**src/rtl/display_pkg.sv**
```systemverilog
// Shared types and constants for the seven-segment digit path.
// Digit code width, the blank-digit code and the encoder state enum.
package display_pkg;

  localparam int DIGIT_W = 4;

  // Renderer draws this code with every segment off.
  localparam logic [DIGIT_W-1:0] BLANK_DIGIT = 4'hF;

  typedef enum logic [1:0] {
    IDLE,
    SHIFT,
    DONE
  } enc_state_t;

endpackage

```
**src/rtl/bcd_digit_encoder_if.sv**
```systemverilog
// Handshake and result bundle between a value source and the BCD digit encoder.
// master drives start/bin; slave returns busy/done/digits.
interface bcd_digit_encoder_if #(
  parameter int BIN_W  = 10,
  parameter int DIGITS = 4
);
  import display_pkg::*;

  logic                        start;
  logic [BIN_W-1:0]            bin;
  logic                        busy;
  logic                        done;
  logic [DIGITS*DIGIT_W-1:0]   digits;

  modport master (
    output start,
    output bin,
    input  busy,
    input  done,
    input  digits
  );

  modport slave (
    input  start,
    input  bin,
    output busy,
    output done,
    output digits
  );

endinterface

```
**src/rtl/bcd_add3.sv**
```systemverilog
// Double-dabble nibble corrector: adds 3 to a BCD nibble of 5 or more.
// Purely combinational; input is at most 9 so the 4-bit sum never overflows.
module bcd_add3
  import display_pkg::*;
(
  input  logic [DIGIT_W-1:0] din,
  output logic [DIGIT_W-1:0] dout
);

  assign dout = (din >= 4'd5) ? din + 4'd3 : din;

endmodule

```
**src/rtl/bcd_digit_encoder.sv**
```systemverilog
// Binary to per-digit BCD codes by double-dabble, one input bit per clock, with leading-zero blanking.
// Done and new digits appear BIN_W+1 cycles after an accepted start; start is ignored while busy.
module bcd_digit_encoder
  import display_pkg::*;
#(
  parameter int BIN_W    = 10,
  parameter int DIGITS   = 4,
  parameter bit BLANK_LZ = 1'b1
) (
  input  logic                 clk,
  input  logic                 rst,
  bcd_digit_encoder_if.slave   enc
);

  localparam int BCD_W = DIGITS * DIGIT_W;
  localparam int SCR_W = BCD_W + BIN_W;
  localparam int CNT_W = (BIN_W > 1) ? $clog2(BIN_W) : 1;
  localparam logic [CNT_W-1:0] CNT_LAST = CNT_W'(BIN_W - 1);

  // DIGITS decimal digits must be able to hold the largest BIN_W-bit value.
  generate
    if (!((64'd10 ** DIGITS) > ((64'd1 << BIN_W) - 64'd1))) begin : g_range_chk
      $error("bcd_digit_encoder: DIGITS too small for BIN_W");
    end
  endgenerate

  enc_state_t        state_q;
  enc_state_t        state_d;
  logic              load;
  logic              shift;
  logic              commit;

  logic [CNT_W-1:0]  cnt_q;
  logic [SCR_W-1:0]  scr_q;
  logic [BCD_W-1:0]  bcd_adj;
  logic [BCD_W-1:0]  bcd_blank;
  logic [BCD_W-1:0]  digits_rst;
  logic [BCD_W-1:0]  digits_q;
  logic              done_q;
  logic              lead;

  always_ff @(posedge clk) begin
    if (rst) begin
      state_q <= IDLE;
    end else begin
      state_q <= state_d;
    end
  end

  always_comb begin
    state_d = state_q;
    load    = 1'b0;
    shift   = 1'b0;
    commit  = 1'b0;
    case (state_q)
      IDLE: begin
        if (enc.start) begin
          load    = 1'b1;
          state_d = SHIFT;
        end
      end
      SHIFT: begin
        shift = 1'b1;
        if (cnt_q == '0) begin
          state_d = DONE;
        end
      end
      DONE: begin
        commit = 1'b1;
        if (enc.start) begin
          load    = 1'b1;
          state_d = SHIFT;
        end else begin
          state_d = IDLE;
        end
      end
      default: state_d = IDLE;
    endcase
  end

  // All nibble corrections look at the registered scratch, then the whole word shifts.
  generate
    for (genvar g = 0; g < DIGITS; g++) begin : g_add3
      bcd_add3 u_add3 (
        .din  (scr_q[BIN_W + g*DIGIT_W +: DIGIT_W]),
        .dout (bcd_adj[g*DIGIT_W +: DIGIT_W])
      );
    end
  endgenerate

  always_comb begin
    digits_rst = '0;
    for (int k = 1; k < DIGITS; k++) begin
      if (BLANK_LZ) begin
        digits_rst[k*DIGIT_W +: DIGIT_W] = BLANK_DIGIT;
      end
    end
  end

  // Scan from the top digit down; zeros above the first nonzero digit are blanked, digit 0 never.
  always_comb begin
    bcd_blank = scr_q[SCR_W-1 -: BCD_W];
    lead      = 1'b1;
    for (int k = DIGITS - 1; k >= 1; k--) begin
      if (scr_q[BIN_W + k*DIGIT_W +: DIGIT_W] != '0) begin
        lead = 1'b0;
      end
      if (lead && BLANK_LZ) begin
        bcd_blank[k*DIGIT_W +: DIGIT_W] = BLANK_DIGIT;
      end
    end
  end

  always_ff @(posedge clk) begin
    if (rst) begin
      cnt_q    <= '0;
      scr_q    <= '0;
      digits_q <= digits_rst;
      done_q   <= 1'b0;
    end else begin
      done_q <= commit;
      if (load) begin
        scr_q <= {{BCD_W{1'b0}}, enc.bin};
        cnt_q <= CNT_LAST;
      end else if (shift) begin
        scr_q <= {bcd_adj, scr_q[BIN_W-1:0]} << 1;
        cnt_q <= cnt_q - CNT_W'(1);
      end
      if (commit) begin
        digits_q <= bcd_blank;
      end
    end
  end

  assign enc.busy   = (state_q == SHIFT);
  assign enc.done   = done_q;
  assign enc.digits = digits_q;

endmodule

```
**src/flat_wrapper.sv**
```systemverilog
// flat-port wrapper written by rule: the top's interface ports become plain ports
module bcd_digit_encoder_flat import display_pkg::*;
#(
  parameter int BIN_W    = 10,
  parameter int DIGITS   = 4,
  parameter bit BLANK_LZ = 1'b1
)
  (clk, rst, enc_start, enc_bin, enc_busy, enc_done, enc_digits);
  bcd_digit_encoder_if #(.BIN_W(BIN_W), .DIGITS(DIGITS)) enc_i ();
  input  logic clk;
  input  logic rst;
  input wire logic [$bits(enc_i.start)-1:0] enc_start;
  input wire logic [$bits(enc_i.bin)-1:0] enc_bin;
  output wire logic [$bits(enc_i.busy)-1:0] enc_busy;
  output wire logic [$bits(enc_i.done)-1:0] enc_done;
  output wire logic [$bits(enc_i.digits)-1:0] enc_digits;
  assign enc_i.start = enc_start;
  assign enc_i.bin = enc_bin;
  assign enc_busy = enc_i.busy;
  assign enc_done = enc_i.done;
  assign enc_digits = enc_i.digits;
  bcd_digit_encoder #(.BIN_W(BIN_W), .DIGITS(DIGITS), .BLANK_LZ(BLANK_LZ)) u_core (.clk(clk), .rst(rst), .enc(enc_i));
endmodule
```
**config.mk**
```make
export PLATFORM = sky130hd
export DESIGN_NAME = bcd_digit_encoder_flat
export DESIGN_NICKNAME = d
export VERILOG_FILES = /design/src/rtl/display_pkg.sv /design/src/rtl/bcd_digit_encoder_if.sv /design/src/rtl/bcd_add3.sv /design/src/rtl/bcd_digit_encoder.sv /design/src/flat_wrapper.sv
export SDC_FILE = /design/constraint.sdc
export NUM_CORES = 1
export LEC_CHECK = 0
export CORE_UTILIZATION = 49
export CTS_CLUSTER_DIAMETER = 80
export DETAILED_ROUTE_END_ITERATION = 10
export GPL_ROUTABILITY_DRIVEN = 0
export PLACE_DENSITY = 0.79
export SLEW_MARGIN = 20
export SYNTH_ARGS = -nofsm -noshare
export SYNTH_HDL_FRONTEND = slang
export SYNTH_HIERARCHICAL = 1
export SYNTH_SLANG_ARGS = --single-unit
```
**constraint.sdc**
```tcl
create_clock -name clk -period 1.65 [get_ports clk]
set_clock_uncertainty 0.2 [all_clocks]
set_input_delay 0.495 -clock clk [delete_from_list [all_inputs] [get_ports clk]]
set_output_delay 0.495 -clock clk [all_outputs]
set_load 0.01 [all_outputs]
```
==> metrics.yaml <==
status:
  status: "completed"
yosys:
  syn_inst: 288
  synth_nets: 310
  synth_area_um2: 2290
  ys_warn_count: 6
  synth_area_per_cell_um2: 7.95
timing:
  tightest_slew_ns: 0.336
  finalHoldViolations: 0
  setup_violations: 0
  rsz0062_at_grt: "yes"
  clock.fmax_mhz: 621
  slew_headroom_pct: 77.6
  drv_slew: 0
  holdWs_ns: 0.255
  fin_crit_ns: 1.61
  min_period_over_period_pct: 97.6
clock_network:
  clk_pin_slew_ns: 0.09
  h-tree-depth: 2
  insertion_delay_ns: 0.30
  clockBufferDepth: 2
  clkSinkCount: 49
  cts-buffers-inserted: 5
  cts_tree: "built"
  root_buffer: "clkbuf_8"
floorplanning:
  die_y_um: 70.4
  core_area_um2: 4410
  rows: 24
  io_pins: 31
  die_w_um: 70.4
  start_util_pct: 51.9
  dieArea_um2: 4950
final_layout:
  syn2layout_area_growth_pct: 31.3
  layout.nets: 357
  fin_area_um2: 3010
  num-fill-cells: 372
  diodes: 0
  drive_above_1_share_pct: 18.8
drt:
  route.detailed.wl_per_inst_um: 12.9
  detail-route-antenna-nets: 0
  drc: 0
  drt_wl_total_um: 5020
  dr.pass1.iters: 4
  num_vias: 2121
  avgViaCountPerCell: 5.47
  first_iter_violations: 141
worst_setup_path:
  required_ns: 0.95
  cp_slowest_cell: "dfxtp_2"
  crit_chain: "nand2b_4 > inv_4 > buf_6"
  critical_path.top_delay_family: "flip-flops"
  critPathBufInv: 2
  end_kind: "primary output"
  worstPathArrival_ns: 0.92
  r2r_setup_slack_ns: 0.07
  critPathMaxStageDelay_ns: 0.33
  start_kind: "flop"
  worstSetupPathType: "flop to primary output"
  cp_max_fo: 2
power_and_ir_drop:
  vdd_ir_drop_max_v: 0.000740
  p_leak_nw: 1.18
  power.density_nw_per_um2: 812
  power_mw: 2.44
grt:
  antenna_found_initial: 0
  grt_pass1_wl_um: 8380
  grt_use_total_pct: 20.9
  grt_overflow: 0
  grt_max_degree: 36
  grt_pass1_vias: 1907
worst_hold_path:
  hold_class: "flop to flop"
placed_design:
  post_dp_cell_area_um2: 2790
  dp.final_hpwl_um: 3370
  io_buffers: 30
job:
  maxCapViolCount: 0
[sequential cells by signal, indices dropped and copies added (netlist names)]
register / cells
u_core/scr_q: 26
u_core/state_q: 2
u_core/enc.done: 1
u_core/cnt_q: 4
u_core/enc.digits: 16
[path summary, 6_finish.rpt]
path,from,to,cells after the start
max reg2reg,u_core/cnt_q[0]$_SDFFE_PP0P_,u_core/cnt_q[3]$_SDFFE_PP0P_,4
min reg2reg,u_core/scr_q[9]$_SDFFE_PP0P_,u_core/scr_q[10]$_SDFFE_PP0P_,2
max,u_core/state_q[1]$_SDFFE_PP0P_,enc_busy,3
min,u_core/scr_q[9]$_SDFFE_PP0P_,u_core/scr_q[10]$_SDFFE_PP0P_,2
[placed cells by master, fill, tap and decap left out, types with 3 or more instances in the layout]
cell,instances
xnor2_1,4
nand2b_4,4
clkdlybuf4s50_1,12
clkdlybuf4s15_1,4
nand2_1,64
a21oi_2,5
dfxtp_2,8
o21bai_1,4
inv_1,9
o21ai_0,8
buf_4,25
ha_1,5
mux2i_1,5
dlygate4sd2_1,13
a21oi_1,22
dfxtp_1,41
and3b_1,4
nor2_1,18
o22ai_1,5
a211oi_1,6
nor3_1,25
nand2b_1,7
a311oi_1,4
o21ai_1,3
clkbuf_8,6
[timing repair]
item / 4_1_cts / 5_1_grt
pin swaps: 0 / 7
resized for setup: 21 / 32
setup endpoints to repair: 18 / 23
setup buffers: 0 / 2
gates cloned: 0 / 0
hold buffers: 0 / 0
[report_power, final]
group / switching, mW / internal, mW
logic: 0.164 / 0.143
clock network: 0.387 / 0.494
registers: 0.0256 / 1.23
total: 0.577 / 1.86
[final cells by class]
type | count | area, µm² | area share [%]
flip-flops and latches | 49 | 991 | 33.0
well taps | 52 | 65.1 | 2.16
clock inverters | 1 | 30.0 | 0.999
inverters | 11 | 43.8 | 1.46
clock buffers | 7 | 86.3 | 2.87
multi-input cells | 211 | 1280 | 42.5
repair buffers | 57 | 513 | 17.1
[layer usage]
layer  wire [µm]  share of wire, %  global-route usage (%)  vias up
met3         190               3.8                    4.33        5
met1        2250                45                    24.7      985
met5           0                 0                       0        -
met4          27              0.54                    4.89        0
met2        2550                51                    38.1       55
li1            -                 -                       -     1076
[through the flow]
step                instances  TNS, ns  worst slack [ns]  utilization [%]
floorplan                 288        0            0.0881                -
global placement          378    -5.76            -0.197             63.2
detailed placement        378    -5.68            -0.223             63.2
CTS                       386  -0.0314           -0.0314             65.2
global route              388  -0.0469           -0.0363             68.1
finish                    388        0            0.0391             68.1
[tightest hold or removal path, delay by kind of cell, from the launching register on]
family	cells	cell delay [ns]
flip-flops	1	0.32
AND/OR/NAND/NOR	1	0.05
AO/OA/AOI/OAI	1	0.05
Power figures use the tool's default switching activity.
